[src/rtl/audio_stream_sequencer.sv]
// -----------------------------------------------------------------------------
// audio_stream_sequencer
//
// Moves one stereo sample at a time from the codec input FIFO through an
// external effect datapath and into the codec output FIFO. It supports bypass,
// which forwards the raw sample, and mute, which forces zero output. An
// optional watchdog falls back to the raw sample when the datapath stalls.
//
// Optional feature macro: PROC_WATCHDOG_EN
//   defined   : the PROC state times out after TIMEOUT_CYC cycles and sets
//               timeout_flag. The flag is sticky and is cleared by clr_timeout.
//   undefined : PROC waits for proc_done indefinitely. timeout_flag is tied
//               to 0 and clr_timeout is ignored.
//
// Parameters:
//   DATA_W       sample width per channel (signed two's complement)
//   TIMEOUT_CYC  PROC cycles allowed before fallback (watchdog builds only)
//
// Ports:
//   CLOCK_50            system clock
//   reset               asynchronous, active-high reset
//   audio_in_available  codec input FIFO is non-empty
//   audio_out_allowed   codec output FIFO has space
//   audio_in_L/R        codec input samples
//   read_audio_in       one-cycle pop pulse to the codec input FIFO
//   write_audio_out     one-cycle push pulse to the codec output FIFO
//   audio_out_L/R       registered output samples, held between writes
//   proc_start          one-cycle start pulse to the effect datapath
//   proc_in_L/R         captured sample, held until the next capture
//   proc_done           datapath result valid (single cycle)
//   proc_out_L/R        datapath result, valid while proc_done is high
//   bypass              forward the raw sample (sampled at capture only)
//   mute                force zero output (sampled in the write cycle)
//   clr_timeout         clears timeout_flag
//   busy                high whenever the FSM is not in IDLE
//   timeout_flag        sticky watchdog expiry indicator
// -----------------------------------------------------------------------------
module audio_stream_sequencer #(
    parameter int DATA_W      = 32,
    parameter int TIMEOUT_CYC = 1024
) (
    input  logic              CLOCK_50,
    input  logic              reset,
    input  logic              audio_in_available,
    input  logic              audio_out_allowed,
    input  logic [DATA_W-1:0] audio_in_L,
    input  logic [DATA_W-1:0] audio_in_R,
    output logic              read_audio_in,
    output logic              write_audio_out,
    output logic [DATA_W-1:0] audio_out_L,
    output logic [DATA_W-1:0] audio_out_R,
    output logic              proc_start,
    output logic [DATA_W-1:0] proc_in_L,
    output logic [DATA_W-1:0] proc_in_R,
    input  logic              proc_done,
    input  logic [DATA_W-1:0] proc_out_L,
    input  logic [DATA_W-1:0] proc_out_R,
    input  logic              bypass,
    input  logic              mute,
    input  logic              clr_timeout,
    output logic              busy,
    output logic              timeout_flag
);

    typedef enum logic [1:0] {
        S_IDLE,
        S_PROC,
        S_OUT_WAIT
    } state_t;

    state_t            r_state;
    state_t            w_next;

    logic              w_capture;
    logic              w_take_done;
    logic              w_expire;
    logic              w_emit;
    logic              w_wd_hit;

    logic              r_read;
    logic              r_write;
    logic              r_start;
    logic              r_busy;
    logic [DATA_W-1:0] r_in_L;
    logic [DATA_W-1:0] r_in_R;
    logic [DATA_W-1:0] r_res_L;
    logic [DATA_W-1:0] r_res_R;
    logic [DATA_W-1:0] r_out_L;
    logic [DATA_W-1:0] r_out_R;

    // -------------------------------------------------------------------------
    // Watchdog
    // -------------------------------------------------------------------------
`ifdef PROC_WATCHDOG_EN
    localparam int CNT_W = (TIMEOUT_CYC > 1) ? $clog2(TIMEOUT_CYC) : 1;

    logic [CNT_W-1:0] r_wd_cnt;
    logic             r_timeout;

    assign w_wd_hit = (r_state == S_PROC) &&
                      (r_wd_cnt == CNT_W'(TIMEOUT_CYC - 1));

    // The count restarts on every capture, so it reads 0 in the first PROC
    // cycle. It stops advancing at the terminal value.
    always_ff @(posedge CLOCK_50 or posedge reset) begin
        if (reset) begin
            r_wd_cnt <= '0;
        end else if (w_capture) begin
            r_wd_cnt <= '0;
        end else if (r_state == S_PROC && !w_wd_hit) begin
            r_wd_cnt <= r_wd_cnt + 1'b1;
        end
    end

    // When expiry and clear happen in the same cycle, expiry takes priority.
    always_ff @(posedge CLOCK_50 or posedge reset) begin
        if (reset) begin
            r_timeout <= 1'b0;
        end else if (w_expire) begin
            r_timeout <= 1'b1;
        end else if (clr_timeout) begin
            r_timeout <= 1'b0;
        end
    end

    assign timeout_flag = r_timeout;
`else
    logic w_unused_wd;

    assign w_wd_hit     = 1'b0;
    assign w_unused_wd  = clr_timeout ^ (TIMEOUT_CYC > 0);
    assign timeout_flag = 1'b0;
`endif

    // -------------------------------------------------------------------------
    // FSM
    // -------------------------------------------------------------------------
    always_ff @(posedge CLOCK_50 or posedge reset) begin
        if (reset) begin
            r_state <= S_IDLE;
        end else begin
            r_state <= w_next;
        end
    end

    always_comb begin
        w_next      = r_state;
        w_capture   = 1'b0;
        w_take_done = 1'b0;
        w_expire    = 1'b0;
        w_emit      = 1'b0;
        case (r_state)
            S_IDLE: begin
                if (audio_in_available) begin
                    w_capture = 1'b1;
                    w_next    = bypass ? S_OUT_WAIT : S_PROC;
                end
            end
            S_PROC: begin
                // A result that arrives in the expiry cycle is still used.
                if (proc_done) begin
                    w_take_done = 1'b1;
                    w_next      = S_OUT_WAIT;
                end else if (w_wd_hit) begin
                    w_expire = 1'b1;
                    w_next   = S_OUT_WAIT;
                end
            end
            S_OUT_WAIT: begin
                if (audio_out_allowed) begin
                    w_emit = 1'b1;
                    w_next = S_IDLE;
                end
            end
            default: begin
                w_next = S_IDLE;
            end
        endcase
    end

    // -------------------------------------------------------------------------
    // Registered outputs and sample path
    // -------------------------------------------------------------------------
    // The result register is loaded with the raw sample at capture. Bypass
    // and watchdog fallback therefore need no extra load. Only a datapath
    // result overwrites it.
    always_ff @(posedge CLOCK_50 or posedge reset) begin
        if (reset) begin
            r_read  <= 1'b0;
            r_write <= 1'b0;
            r_start <= 1'b0;
            r_busy  <= 1'b0;
            r_in_L  <= '0;
            r_in_R  <= '0;
            r_res_L <= '0;
            r_res_R <= '0;
            r_out_L <= '0;
            r_out_R <= '0;
        end else begin
            r_read  <= w_capture;
            r_start <= w_capture & ~bypass;
            r_write <= w_emit;
            r_busy  <= (w_next != S_IDLE);
            if (w_capture) begin
                r_in_L  <= audio_in_L;
                r_in_R  <= audio_in_R;
                r_res_L <= audio_in_L;
                r_res_R <= audio_in_R;
            end
            if (w_take_done) begin
                r_res_L <= proc_out_L;
                r_res_R <= proc_out_R;
            end
            if (w_emit) begin
                r_out_L <= mute ? '0 : r_res_L;
                r_out_R <= mute ? '0 : r_res_R;
            end
        end
    end

    assign read_audio_in   = r_read;
    assign write_audio_out = r_write;
    assign proc_start      = r_start;
    assign busy            = r_busy;
    assign proc_in_L       = r_in_L;
    assign proc_in_R       = r_in_R;
    assign audio_out_L     = r_out_L;
    assign audio_out_R     = r_out_R;

endmodule

[config.mk]
export PLATFORM = sky130hd
export DESIGN_NAME = audio_stream_sequencer
export DESIGN_NICKNAME = d
export VERILOG_FILES = /design/src/rtl/audio_stream_sequencer.sv
export SDC_FILE = /design/constraint.sdc
export NUM_CORES = 1
export LEC_CHECK = 0
export ABC_AREA = 0
export BUFFER_PORTS_ARGS = -buffer_cell sky130_fd_sc_hd__buf_2
export CAP_MARGIN = 10
export CELL_PAD_IN_SITES_DETAIL_PLACEMENT = 0
export CELL_PAD_IN_SITES_GLOBAL_PLACEMENT = 1
export CORE_MARGIN = 4
export CORE_UTILIZATION = 36
export CTS_CLUSTER_SIZE = 8
export DETAILED_ROUTE_END_ITERATION = 7
export MAX_ROUTING_LAYER = met4
export PLACE_DENSITY = 0.78
export SYNTH_ARGS = -nofsm -noshare
export SYNTH_HDL_FRONTEND = slang
export SYNTH_SLANG_ARGS = --single-unit
[constraint.sdc]
create_clock -name CLOCK_50 -period 6.7 [get_ports CLOCK_50]
set_input_delay 1.005 -clock CLOCK_50 [delete_from_list [all_inputs] [get_ports CLOCK_50]]
set_output_delay 1.005 -clock CLOCK_50 [all_outputs]
set_load 0.01 [all_outputs]
==> impl_summary.txt, run 1 <==
----------------------------------------------------
[Status]
  Outcome ... complete, no violations

[Die]
  Core box area ... approximately 23,000 um2
  Row count ... 55
  I/O pin total ... 269
  DIE HEIGHT ... between 150 and 200 um
  Initial Util ... a little under two fifths
  Die Span X ... 162 um
  DIE AREA ... 26,100 um2

[Cells and area]
  Most common library cell in the layout ignoring fill and taps ... buf_2
  Layout filler cell count ... 2,179
  Fraction of layout cells with a size suffix above 1 ... 40.4%
  Nets ... 1,042
  Register area ... 4950 um2
  Multi-input logic area ... roughly 3200 um2
  Area growth syn-to-layout ... 24.5%
  Leading cell types in the layout, fill and taps excluded ... 266 x buf_2, 198 x dfrtp_1, 71 x o22a_1, 67 x nand2b_1, 66 x nand2_1

[Clock network]
  Number of buffers inserted during clock tree synthesis ... 17
  Insertion delay of the later-clocked pin in the worst-skew pair ... 0.43 ns
  Post-CTS resize count ... 0
  CTS root buf ... clkbuf_16
  Post-CTS setup repair buffer count ... 0
  Max H-tree Level ... 4
  Sinks on the clock net ... 198
  Maximum root-to-sink buffer count ... 2
  Clock tree from TritonCTS ... yes
  Post-CTS clock slew at the launch and capture registers of the worst setup and hold paths ... 0.08 ns
  CTS Hold Bufs ... 0

[STA]
  Final worst hold slack ... 0.477 ns
  Min Tclk post-route ... just over 3 ns
  Headroom to the max-slew limit ... 29.4%
  Final TNS setup ... 0 ns
  Actual slew at the worst max-slew pin ... 1.06 ns
  Number of slew-limit violations in the final report ... 0
  Max frequency ... roughly 0.32 GHz
  Count of endpoints failing setup in the final report ... 0
  Final Cycle Share ... 46.4%
  Setup repair after global routing missed its margin ... false
  Setup Skew ... between 0.01 and 0.015 ns
  Number of hold violations in the final report ... 0

[Synthesis]
  Synth Area in Simple Gates ... 8.42%
  Yosys cell types ... 23
  Portion of netlist area occupied by mux cells ... 15.0%
  Share of synthesized cell area in full adder, half adder and majority cells ... 0%
  Number of instances in the synthesized netlist ... 667
  Net Count, Synth ... 803
  Main combinational cell family by area after synthesis ... multiplexers
  Mean post-synth cell area ... 12.7 um2
  Post-Synthesis Cell Area ... ~8500 um2
  Number of synthesized register bits ... about 200
  Portion of the post-synthesis area used by sequential elements ... just under 60%
  Synthesis warning total ... 0
  Post-synthesis compound-gate area fraction ... 14.6%
  XOR/XNOR share of the synthesized area ... 0%

[Worst setup path]
  Worst setup path end ... r_res_R[13]
  Sort of element at the end of the critical path ... flop
  Required @ worst endpoint ... slightly above 7 ns
  Worst path top cell family by delay ... flip-flops
  CP Depth ... 4
  R2r startpoint ... r_state[1]
  Max incr delay on CP ... 0.95 ns
  R2R setup slack ... 3.59 ns
  Cell Chain, Critical Path ... or3b_4 > buf_4 > o22a_1 > o21a_1
  Max FO, Critical Path ... 62
  Setup CP Type ... reg -> reg
  Critical Path AT ... 3.47 ns
  Critical path origin ... r_state[1]
  Number of cells on the worst reg-to-reg path ... 4
  Endpoint of the worst register-to-register path ... r_res_R[13]
  Buffers plus inverters on the worst setup path ... 1
  Slowest cell on the critical path ... dfrtp_1
  Startpoint Class ... flop

[Job]
  MaxCap Viol Count ... 0

[Power and ir drop]
  Power density over the cells ... 459 nW/um2
  NetSw ... 0.00169 W
  IR drop worst, VDD ... about 0.0002 V
  Static leakage ... ~5.2 nW
  Part of the power in the clock network ... 21.3%
  Proportion of power drawn by flip-flops and latches ... 42.4%
  Switching power as a share of total power ... 34.8%
  Relative contribution of combinational cells to total power ... about 36%
  Internal power contribution ... 0.00316 W

[Routing]
  Per-cell via count in the routed design ... 4.70
  Total wire length after detailed routing ... 20,500 um
  1st-iter DRT viols ... 251
  Detailed-route via count ... between 5,000 and 6,000
  Count of unresolved DRC violations after routing ... 0
  First drt pass iteration count ... 4
  Residual antenna-violating net count after detailed routing ... 0
  Detail-routed net length per standard cell ... 16.6 um

[Worst hold path]
  Kind of path behind the tightest hold check ... reg -> reg

[GRT]
  Global-route wire length before repair ... 32,800 um
  Overall overflow remaining after global route ... 0
  Antenna violations before repair ... 1
  Overall global routing resource usage ... 16.0%
  Largest net degree at the start of global routing ... about 120
  Via count of the first global-routing pass ... 5,956

[Place]
  Detailed placement HPWL ... 13,600 um
  Routability-driven placement congestion ratio ... 0.738
  Number of buffers added on ports ... 266

----------------------------------------------------
[final cells by class]
type | instances | share of cell area, %
sequential | 198 | 46.9
clock buffer | 18 | 4.16
tap | 313 | 3.71
clock inverter | 14 | 1.47
inverter | 3 | 0.178
timing repair buffer | 272 | 13.0
multi-input combinational | 414 | 30.5
antenna | 1 | 0.0237
[power by group through the flow]
stage,clock network (W),registers (W),logic (W)
3_3_place_gp,0,0.00206,0.00177
5_1_grt,0.00112,0.00214,0.00193
2_1_floorplan,0,0.00219,0.00106
3_5_place_dp,0,0.00208,0.00180
4_1_cts,0.00107,0.00206,0.00180
6_report,0.00103,0.00206,0.00176
[worst min path at each step]
| stage | slack (ns) | start | cells after the start | endpoint |
|---|---|---|---|---|
| after floorplan | 0.47 | r_res_L[0] | 1 | r_res_L[0] |
| after global placement | 0.46 | audio_out_L[13] | 2 | audio_out_L[13] |
| after detailed placement | 0.46 | audio_out_L[2] | 2 | audio_out_L[2] |
| after CTS | 0.48 | audio_out_R[14] | 2 | audio_out_R[14] |
| after global routing | 0.50 | audio_out_L[1] | 2 | audio_out_L[1] |
| final | 0.48 | audio_out_R[19] | 2 | audio_out_R[19] |
[per-stage QoR]
stage	instances	utilization [%]	power (W)	cell area (um2)	worst slack, ns
finish	1233	46.1	0.00485	10600	3.59
floorplan	667	-	0.00325	8480	0.298
CTS	1232	46.1	0.00493	10600	3.52
global placement	1200	43.5	0.00383	9970	3.43
detailed placement	1200	43.5	0.00387	9970	3.41
global route	1233	46.1	0.00518	10600	3.40
[logic make-up after synthesis]
kind of cell / count (synthesis)
flip-flops: 198
buffers and inverters: 55
multiplexers: 97
AO/OA/AOI/OAI: 175
AND/OR/NAND/NOR: 141
other: 1
[worst reg2reg max path, stage by stage, from the launching register on]
cell	delay [ns]
dfrtp_1	0.95
or3b_4	0.81
buf_4	0.79
o22a_1	0.37
o21a_1	0.13
[Yosys cell counts]
cell,count,area share (%)
buf_4,1,0.089
conb_1,1,0.044
o21ai_0,65,3.8
nor2b_1,1,0.074
o22a_1,71,7.3
inv_1,3,0.13
buf_1,3,0.13
or3b_4,1,0.13
nor2_1,3,0.13
buf_6,10,1.3
nand2b_1,67,4.9
mux2i_1,33,3.9
dfrtp_1,198,58
o31a_1,1,0.10
mux2_4,58,10
nand3b_1,2,0.18
nand2_1,67,3.0
o21a_1,35,3.1
mux2_2,6,0.80
clkbuf_1,23,1.0
buf_2,15,0.88
a211o_1,1,0.10
a21oi_1,2,0.12
[flip-flops by register name (all words and copies together), names as in the netlist]
name	count
audio_out_L	32
audio_out_R	32
proc_in_L	32
proc_in_R	32
r_res_L	32
r_res_R	32
r_state	2
busy	1
proc_start	1
read_audio_in	1
write_audio_out	1
[routing by layer]
layer	part of all wire (%)	up-vias	track usage, %
met5	0	-	-
met4	1.5	0	4.54
met3	3.9	16	2.73
met2	49	139	26.4
met1	45	2832	20.6
li1	-	2808	-
No activity file was read; power rests on OpenSTA's default activity.
==> inputs of run 2 (changes only) <==
Settings changed: ABC_AREA 0 to 1, CORE_UTILIZATION 36 to 37, PLACE_DENSITY 0.78 to 0.82.
Clock period 6.7 ns to 3.19 ns, I/O delays scaled along.
==> run 2 against run 1 <==
- clock power increased by 110%
- critical path depth unchanged
- fmax increased by 47%
- synthesized area down 6.0%
- flip-flop and latch count unchanged
- core utilization increased by 1.8 points
- non-clock buffer count is 9 higher
- global-route usage is 4.3 points higher
- sequential share of layout area up 2.2 points
- count of clock-buffer cells in the layout rose by 1
- critical endpoint is now audio_out_L[31]
- largest power group unchanged
- highest routed layer unchanged
==> impl_summary.txt, run 2 <==
----------------------------------------------------
[Synthesis]
  Number of instances in the synthesized netlist ... 868 (+30%)
  Primary FF master, synth ... dfrtp_1
  Synthesis warning total ... 0 (unchanged)
  Cell types occupying the most area after synthesis ... dfrtp_1 62%, nand2_1 15%, nand3_1 8.3%
  Dominant cell type by area after synthesis ... dfrtp_1
  Top cell type's share of synthesized area ... 62.2% (+3.7 points)
  Number of synthesized register bits ... 198 (unchanged)
  Mean post-synth cell area ... 9.18 um2 (-28%)
  Most numerous cell in the Yosys netlist ... nand2_1
  Most numerous cell types in the synthesized netlist ... 324 x nand2_1, 198 x dfrtp_1, 132 x nand3_1, 64 x nand4_1, 64 x o21ai_0
  Count of flip-flops with a built-in enable after synthesis ... 0 (unchanged)
  Proportion of synthesized flip-flops having asynchronous set or reset ... 100% (unchanged)
  Net Count, Synth ... 1,004 (+25%)
  Yosys cell types ... 15 (-35%)
  Portion of the post-synthesis area used by sequential elements ... 62.2% (+3.7 points)
  Post-Synthesis Cell Area ... 7970 um2 (-6.0%)

[STA]
  Actual slew at the worst max-slew pin ... 0.802 ns (-0.258 ns)
  Setup repair after global routing missed its margin ... false
  Count of endpoints failing setup in the final report ... 0 (unchanged)
  Setup Skew ... 0.0137 ns (+0.00259 ns)
  Final worst hold slack ... 0.125 ns (-0.352 ns)
  Max frequency ... 0.471 GHz (+47%)
  Number of hold violations in the final report ... 0 (unchanged)
  Min Tclk post-route ... 2.12 ns (-0.989 ns)
  Final TNS setup ... 0 ns (unchanged)
  Minimum setup slack in the final design ... 1.07 ns (-2.52 ns)
  Final Cycle Share ... 66.5% (+20 points)
  Number of slew-limit violations in the final report ... 0 (unchanged)
  Headroom to the max-slew limit ... 46.5% (+17 points)

[Clock network]
  Max H-tree Level ... 4 (unchanged)
  Clock tree from TritonCTS ... yes
  Insertion delay of the later-clocked pin in the worst-skew pair ... 0.42 ns (about the same)
  Maximum root-to-sink buffer count ... 2 (unchanged)
  CTS Hold Bufs ... 0 (unchanged)
  Sinks on the clock net ... 198 (unchanged)
  Number of buffers inserted during clock tree synthesis ... 17 (unchanged)
  Post-CTS resize count ... 0 (unchanged)
  CTS root buf ... clkbuf_16
  Post-CTS clock slew at the launch and capture registers of the worst setup and hold paths ... 0.07 ns (about the same)
  Post-CTS setup repair buffer count ... 0 (unchanged)

[Cells and area]
  Nets ... 1,234 (+18%)
  Most common library cell in the layout ignoring fill and taps ... nand2_1
  Cell area after layout ... 10,100 um2 (-4.4%)
  Fin util ... 47.9% (+1.8 points)
  Leading cell types in the layout, fill and taps excluded ... 323 x nand2_1, 266 x buf_2, 197 x dfrtp_1, 130 x nand3_1
  Area growth syn-to-layout ... 26.7%
  Fraction of layout cells with a size suffix above 1 ... 28.6% (-12 points)

[Worst setup path]
  Buffers plus inverters on the worst setup path ... 2 (+1)
  Max incr delay on CP ... 0.83 ns (-0.12 ns)
  Critical Path AT ... 2.40 ns (-1.07 ns)
  Required @ worst endpoint ... 3.47 ns (-3.59 ns)
  Worst path top cell family by delay ... flip-flops
  Slowest cell on the critical path ... dfrtp_2
  Max FO, Critical Path ... 78 (+26%)
  Cell Chain, Critical Path ... inv_1 > nand3_4 > buf_12 > o21ai_0
  R2R setup slack ... 1.07 ns (-2.52 ns)
  Setup CP Type ... reg -> reg
  Startpoint Class ... flop
  Sort of element at the end of the critical path ... flop

[Worst hold path]
  Kind of path behind the tightest hold check ... in -> async

[Routing]
  Detail-routed net length per standard cell ... 17.2 um (+3.3%)
  1st-iter DRT viols ... 350 (+39%)
  Detailed-route via count ... 6,876 (+19%)
  Total wire length after detailed routing ... 23,800 um (+16%)
  Count of unresolved DRC violations after routing ... 0 (unchanged)
  Residual antenna-violating net count after detailed routing ... 0 (unchanged)
  Per-cell via count in the routed design ... 4.95 (+5.4%)
  First drt pass iteration count ... 4 (unchanged)

[Place]
  Routability-driven placement congestion ratio ... 0.808 (+9.6%)
  Detailed placement HPWL ... 15,200 um (+11%)
  Minimum setup slack after placement ... 1.11 ns (-2.31 ns)
  Area after DPL ... 9500 um2 (-4.7%)
  Number of buffers added on ports ... 266 (unchanged)

[Status]
  Outcome ... complete, no violations

[GRT]
  Via count of the first global-routing pass ... 6,912 (+16%)
  Antenna violations before repair ... 3 (+2)
  Largest net degree at the start of global routing ... 130 (+4.8%)
  Overall overflow remaining after global route ... 0 (unchanged)
  Overall global routing resource usage ... 20.3% (+4.3 points)
  Global-route wire length before repair ... 37,700 um (+15%)

[Die]
  DIE AREA ... 24,000 um2 (-8.2%)
  DIE HEIGHT ... 155 um (-4.2%)
  I/O pin total ... 269 (unchanged)
  Initial Util ... 37.8% (+0.78 points)
  Die Span X ... 155 um (-4.2%)
  Core box area ... 21,100 um2 (-8.0%)
  Row count ... 53 (-3.6%)

[Job]
  MaxCap Viol Count ... 0 (unchanged)

[Power and ir drop]
  Power density over the cells ... 940 nW/um2 (+100%)
  IR drop worst, VDD ... 0.000463 V (+130%)
  Static leakage ... 5.41 nW (+4.4%)

----------------------------------------------------
run 2: cell types whose count changed after synthesis, moves of 33 or more:
cell | before | now
nand2_1 | 67 | 324
nand3_1 | 0 | 132
o22a_1 | 71 | 0
nand2b_1 | 67 | 0
nand4_1 | 0 | 64
mux2_4 | 58 | 0
o21a_1 | 35 | 0
mux2i_1 | 33 | 0
run 2: routing by layer:
layer / part of all wire, % / track usage [%] / vias to the layer above
met5: 0 / - / -
met4: 1.2 / 4.29 / 0
met2: 46 / 30.6 / 224
li1: - / - / 3352
met3: 7.5 / 5.82 / 14
met1: 45 / 27.6 / 3286
run 2: metrics by stage:
stage | std cells | power, W
after global routing | 1388 | 0.0102
after floorplan | 868 | 0.00604
after CTS | 1385 | 0.00963
after detailed placement | 1354 | 0.00739
final | 1388 | 0.00949
after global placement | 1354 | 0.00733
run 2: final cells by class:
class | count | area, um2
Fill cell | 2095 | 11000
Clock buffer | 19 | 433
Timing Repair Buffer | 281 | 1510
Clock inverter | 12 | 153
Antenna cell | 3 | 7.51
Inverter | 11 | 45.0
Sequential cell | 198 | 4960
Multi-Input combinational cell | 589 | 2650
Tap cell | 275 | 344
run 2: logic make-up after synthesis:
group | count (synthesis) | share of synthesized area [%]
other | 1 | 0.0470
AO/OA/AOI/OAI | 64 | 4.02
flip-flops | 198 | 62.2
buffers and inverters | 81 | 4.98
AND/OR/NAND/NOR | 524 | 28.8
run 2: path summary, 6_finish.rpt:
kind,startpoint,to,depth (start not counted)
setup / recovery,r_state[0],audio_out_L[31],4
setup reg to reg,r_state[0],audio_out_L[31],4
min in group CLOCK_50,audio_in_R[22],proc_in_R[22],3
hold / removal,reset,audio_out_L[24],2
hold reg to reg,proc_in_L[9],proc_in_L[9],2
max in group asynchronous,reset,audio_out_R[1],3
run 2: power by group:
group | switching (W) | leakage (nW) | internal [W]
logic | 0.00191 | 2.62 | 0.00118
clock network | 0.000956 | 0.287 | 0.00123
registers | 0.000602 | 2.50 | 0.00360
